$ cat src/rtl/fir_reload_ctrl.sv
// fir_reload_ctrl: streams a coefficient set from ROM to the FIR reload port, then
// applies it with one config beat. Define RELOAD_CHECKSUM_EN to add reload_sum.
module fir_reload_ctrl #(
  parameter int ADDR_WIDTH  = 11,
  parameter int COEF_WIDTH  = 16,
  parameter int NUM_COEF    = 1024,
  parameter int ROM_LATENCY = 2
) (
  input  logic                  m00_axis_aclk,
  input  logic                  m00_axis_aresetn,
  input  logic                  start,
  input  logic [ADDR_WIDTH-1:0] coef_base,
  output logic                  busy,
  output logic                  done,
  output logic                  err,
  output logic [ADDR_WIDTH-1:0] rom_addr,
  output logic                  rom_en,
  input  logic [COEF_WIDTH-1:0] rom_data,
  output logic [COEF_WIDTH-1:0] m_axis_reload_tdata,
  output logic                  m_axis_reload_tvalid,
  input  logic                  m_axis_reload_tready,
  output logic                  m_axis_reload_tlast,
  output logic [7:0]            m_axis_config_tdata,
  output logic                  m_axis_config_tvalid,
  input  logic                  m_axis_config_tready,
  input  logic                  event_s_reload_tlast_missing,
  input  logic                  event_s_reload_tlast_unexpected
`ifdef RELOAD_CHECKSUM_EN
  ,
  output logic [31:0]           reload_sum
`endif
);

  localparam int CNT_W = ADDR_WIDTH + 1;
  localparam logic [CNT_W-1:0] NUM = CNT_W'(NUM_COEF);
  localparam logic [CNT_W-1:0] LAST_IDX = CNT_W'(NUM_COEF - 1);

  typedef enum logic [2:0] {
    S_IDLE,
    S_FETCH,
    S_CONFIG,
    S_DONE,
    S_ABORT
  } state_t;

  state_t                  state_q, state_d;
  logic [ADDR_WIDTH-1:0]   base_q, base_d;
  logic                    err_q, err_d;
  logic                    hold_q, hold_d;
  logic [CNT_W-1:0]        iss_q, iss_d;
  logic [CNT_W-1:0]        beat_q, beat_d;
  logic [ROM_LATENCY-1:0]  pipe_q, pipe_d;
  logic [COEF_WIDTH-1:0]   mem_q [4];
  logic [COEF_WIDTH-1:0]   mem_d [4];
  logic [1:0]              wp_q, wp_d;
  logic [1:0]              rp_q, rp_d;
  logic [2:0]              cnt_q, cnt_d;

  logic [2:0] infl;
  logic       fetch, stop, rvalid, rpop, rlast, en, wr;

  always_comb begin
    state_d = state_q;
    base_d  = base_q;
    err_d   = err_q;
    hold_d  = hold_q;
    iss_d   = iss_q;
    beat_d  = beat_q;
    wp_d    = wp_q;
    rp_d    = rp_q;
    mem_d   = mem_q;
    pipe_d  = '0;
    infl    = '0;
    for (int i = 0; i < ROM_LATENCY; i++) begin
      infl = infl + {2'b00, pipe_q[i]};
    end
    fetch  = state_q == S_FETCH;
    stop   = hold_q | event_s_reload_tlast_missing
           | event_s_reload_tlast_unexpected;
    rvalid = fetch && cnt_q != 3'd0;
    rpop   = rvalid && m_axis_reload_tready;
    rlast  = rvalid && beat_q == LAST_IDX;
    en     = fetch && !stop && (cnt_q + infl < 3'd4) && iss_q < NUM;
    // an abort drops whatever the ROM still has in flight
    wr     = fetch && !stop && pipe_q[ROM_LATENCY-1];

    pipe_d[0] = en;
    for (int i = 1; i < ROM_LATENCY; i++) begin
      pipe_d[i] = pipe_q[i-1];
    end
    if (en) iss_d = iss_q + CNT_W'(1);
    if (wr) begin
      mem_d[wp_q] = rom_data;
      wp_d = wp_q + 2'd1;
    end
    if (rpop) begin
      rp_d   = rp_q + 2'd1;
      beat_d = beat_q + CNT_W'(1);
    end
    cnt_d = cnt_q + {2'b00, wr} - {2'b00, rpop};

    unique case (state_q)
      S_IDLE: begin
        if (start) begin
          base_d  = coef_base;
          err_d   = 1'b0;
          state_d = S_FETCH;
        end
      end
      S_FETCH: begin
        if (stop) begin
          err_d = 1'b1;
          if (rvalid && !m_axis_reload_tready) hold_d = 1'b1;
          else state_d = S_ABORT;
        end else if (rpop && rlast) begin
          state_d = S_CONFIG;
        end
      end
      S_CONFIG: begin
        if (stop) begin
          err_d = 1'b1;
          if (!m_axis_config_tready) hold_d = 1'b1;
          else state_d = S_ABORT;
        end else if (m_axis_config_tready) begin
          state_d = S_DONE;
        end
      end
      S_DONE:  state_d = S_IDLE;
      S_ABORT: begin
        hold_d  = 1'b0;
        state_d = S_IDLE;
      end
      default: state_d = S_IDLE;
    endcase

    if (!fetch) begin
      iss_d  = '0;
      beat_d = '0;
      pipe_d = '0;
      wp_d   = '0;
      rp_d   = '0;
      cnt_d  = '0;
    end
  end

  always_ff @(posedge m00_axis_aclk or negedge m00_axis_aresetn) begin
    if (!m00_axis_aresetn) begin
      state_q <= S_IDLE;
      base_q  <= '0;
      err_q   <= 1'b0;
      hold_q  <= 1'b0;
      iss_q   <= '0;
      beat_q  <= '0;
      pipe_q  <= '0;
      wp_q    <= '0;
      rp_q    <= '0;
      cnt_q   <= '0;
      for (int i = 0; i < 4; i++) mem_q[i] <= '0;
    end else begin
      state_q <= state_d;
      base_q  <= base_d;
      err_q   <= err_d;
      hold_q  <= hold_d;
      iss_q   <= iss_d;
      beat_q  <= beat_d;
      pipe_q  <= pipe_d;
      wp_q    <= wp_d;
      rp_q    <= rp_d;
      cnt_q   <= cnt_d;
      for (int i = 0; i < 4; i++) mem_q[i] <= mem_d[i];
    end
  end

  assign busy                 = fetch || state_q == S_CONFIG;
  assign done                 = state_q == S_DONE;
  assign err                  = err_q;
  assign rom_en               = en;
  assign rom_addr             = base_q + iss_q[ADDR_WIDTH-1:0];
  assign m_axis_reload_tvalid = rvalid;
  assign m_axis_reload_tdata  = rvalid ? mem_q[rp_q] : '0;
  assign m_axis_reload_tlast  = rlast;
  assign m_axis_config_tdata  = 8'h00;
  assign m_axis_config_tvalid = state_q == S_CONFIG;

`ifdef RELOAD_CHECKSUM_EN
  logic [31:0] sum_q, sum_d;

  always_comb begin
    sum_d = sum_q;
    if (state_q == S_IDLE && start) sum_d = '0;
    else if (rpop) sum_d = sum_q + 32'(m_axis_reload_tdata);
  end

  always_ff @(posedge m00_axis_aclk or negedge m00_axis_aresetn) begin
    if (!m00_axis_aresetn) sum_q <= '0;
    else sum_q <= sum_d;
  end

  assign reload_sum = sum_q;
`endif

endmodule

$ cat config.mk
export PLATFORM = sky130hd
export DESIGN_NAME = fir_reload_ctrl
export DESIGN_NICKNAME = d
export VERILOG_FILES = /design/src/rtl/fir_reload_ctrl.sv
export SDC_FILE = /design/constraint.sdc
export NUM_CORES = 1
export LEC_CHECK = 0
export BUFFER_PORTS_ARGS = -buffer_cell sky130_fd_sc_hd__buf_4
export CAP_MARGIN = 10
export CORE_MARGIN = 10
export CORE_UTILIZATION = 58
export DETAILED_ROUTE_END_ITERATION = 6
export PLACE_DENSITY = 0.81
export SKIP_CTS_REPAIR_TIMING = 1
export SYNTH_ARGS = -nofsm -noshare
export SYNTH_HDL_FRONTEND = slang
export SYNTH_SLANG_ARGS = --single-unit
$ cat constraint.sdc
create_clock -name m00_axis_aclk -period 3.35 [get_ports m00_axis_aclk]
set_input_delay 0.1675 -clock m00_axis_aclk [delete_from_list [all_inputs] [get_ports m00_axis_aclk]]
set_output_delay 0.1675 -clock m00_axis_aclk [all_outputs]
set_load 0.03 [all_outputs]
==> impl_metrics.json <==
{
  "critPathLaunch": "state_q[2]",
  "synth_cells": 481,
  "portBuffers": 67,
  "r2r_end": "cnt_q[2]",
  "nets": 633,
  "synth_top_area_share_pct": 48.5,
  "numCtsBuffers": 17,
  "hold_viol": 1,
  "grt_pass1_vias": 4304,
  "async_flop_share_pct": 100,
  "overflow": 0,
  "ys.flop_type": "dfrtp_1",
  "clk_pin_slew_ps": 60,
  "whs_ps": -2.93,
  "gp_congestion": 0.828,
  "maxCapViolCount": 0,
  "wl_mm": 13.1,
  "yosysTopAreaCell": "dfrtp_1",
  "fmax_ghz": 0.344,
  "ys_warn_count": 0,
  "antenna_found_initial": 0,
  "cts_htree_levels": 4,
  "dp_slack_ps": 482,
  "relSlewSlack_pct": 37.9,
  "initial_core_util_pct": 59.6,
  "insertion_delay_ps": 520,
  "cts_tree": "built",
  "path_class": "register to output pin",
  "tightest_slew_ps": 931,
  "grt_max_degree": 72,
  "avgSynthCellArea_sq_um": 12.1,
  "routedWlPerCell_um": 18.1,
  "critPathArrivalTime_ps": 2740,
  "diodes": 0,
  "seq_area_frac_synth_pct": 48.5,
  "die_w_um": 120,
  "dieArea_sq_um": 14500,
  "dp_hpwl_mm": 8.53,
  "ir_drop_uv": 345,
  "vias_per_cell": 5.61,
  "reg2reg_slack_ps": 460,
  "power_density_nw_per_um2": 587,
  "grt_pass1_wl_mm": 21.7,
  "ant_nets": 0,
  "tns_ps": 0,
  "status": "finished, violations left",
  "setup.worst_path.end_class": "output pin",
  "worstSetupEndpoint": "rom_en",
  "drt-initial-drc-count": 226,
  "rsz0062_at_grt": "false",
  "cts_max_path_buffers": 2,
  "finalClockSkew_ps": 8.47,
  "synth-seq-cells": 113,
  "layout_worst_path_cycle_share_pct": 86.9,
  "ys_top_cells_by_area": "dfrtp_1 (49%), mux2_2 (14%), mux4_2 (6.2%)",
  "worst_setup_path_start_kind": "register",
  "synth_edf_count": 0,
  "drive_gt1_share_pct": 34.9,
  "fin_crit_ps": 2910,
  "p_leak_nw": 3.56,
  "netlist_area_sq_um": 5830,
  "cp.required_ps": 3180,
  "clock-sinks": 113,
  "finalWorstSetupSlack_ps": 440,
  "clockRootBuffer": "clkbuf_8",
  "path_max_fanout": 21,
  "rows": 36,
  "drv_slew": 0,
  "syn_to_final_growth_pct": 25.1,
  "io_pins": 76,
  "vias": 4065,
  "synth_commonest_cells": "dfrtp_1 (113), mux2_2 (75), nor2_1 (32), nand2_1 (28), and3_1 (22)",
  "track_usage_pct": 18.4,
  "synth_cell_types": 48,
  "dieHeight_um": 120,
  "reg2reg_from": "cnt_q[1]",
  "setup_viol": 0,
  "yosysMostFrequentCell": "dfrtp_1",
  "rr_worst_depth": 11,
  "core_sq_um": 9770,
  "violations": "negative hold slack",
  "hp-class": "input port to register",
  "drt_first_pass_iters": 4,
  "remaining_drc_errors": 0
}
==> routing by layer <==
layer	GRT usage, %	share of wire [%]	vias up
met5	0	0	-
met1	21.9	42	2043
met3	4.56	4.9	18
li1	-	-	1905
met2	32.0	52	99
met4	5.81	1.4	0
==> layout by cell type (no fill, tap or decap), drive strengths merged, types with 3 or more instances in the layout <==
cell type / n
mux2: 75
or3: 4
nand3: 19
xor2: 6
nand2: 28
a21oi: 8
mux2i: 5
conb: 8
nor3: 6
nor4: 5
nand2b: 3
inv: 21
buf: 75
nand4: 7
o31ai: 3
and3: 22
nor2: 33
nor2b: 3
ha: 19
and2: 3
dfrtp: 113
mux4: 16
o21ai: 10
xnor2: 21
clkbuf: 18
dlygate4sd3: 28
clkinv: 7
==> state kept, by name, indices dropped and copies added, names as in the netlist <==
signal / cells
base_q: 11
cnt_q: 3
err: 1
pipe_q: 2
beat_q: 12
mem_q: 64
hold_q: 1
rp_q: 2
wp_q: 2
iss_q: 12
state_q: 3
==> cells by family after synthesis <==
group | share of synthesized area [%]
adders and majority gates | 4.77
xor gates and xnor gates | 4.06
AOI/OAI and AO/OA | 4.06
DFF | 48.5
other | 0.0643
muxes | 21.5
buffers and inverters | 4.21
and+or+nand+nor | 12.8
==> how the worst min path moves through the flow <==
stage / endpoint / slack (ps) / start / depth (start not counted)
final: state_q[1] / -3 / m_axis_config_tready / 4
after global routing: beat_q[7] / 20 / m_axis_reload_tready / 4
after CTS: base_q[7] / -180 / m00_axis_aresetn / 1
after detailed placement: base_q[4] / 370 / m00_axis_aresetn / 1
after global placement: base_q[4] / 350 / m00_axis_aresetn / 1
after floorplan: base_q[0] / -130 / m00_axis_aresetn / 0
==> metrics by stage <==
stage	utilization (%)	power, mW	std cells	instance area (sq um)
after floorplan	-	2.21	488	5860
after global placement	65.8	2.51	664	6430
after detailed placement	65.8	2.53	664	6430
after CTS	71.8	4.29	696	7010
after global routing	74.6	4.48	724	7290
final	74.6	4.28	724	7290
==> critical path: stages, from the launching register on <==
cell and delay, ps:
dfrtp_1 490, or3b_1 400, buf_4 220, or4_4 630, nor2_2 260, buf_4 210
==> layout make-up <==
cell class | instances | area [sq um]
Clock inverter | 14 | 155
Inverter | 18 | 67.6
Clock buffer | 18 | 428
Tap cell | 133 | 166
Multi-Input combinational cell | 325 | 2790
Timing Repair Buffer | 103 | 856
Fill cell | 616 | 2480
Sequential cell | 113 | 2830
==> power by group <==
group,leakage [nW],switching [mW],internal (mW),total (mW)
sequential,1.55,0.0872,1.47,1.56
clock,0.283,0.662,1.09,1.75
combinational,1.73,0.575,0.403,0.978
Note: power is estimated with default switching activity, not from simulation.
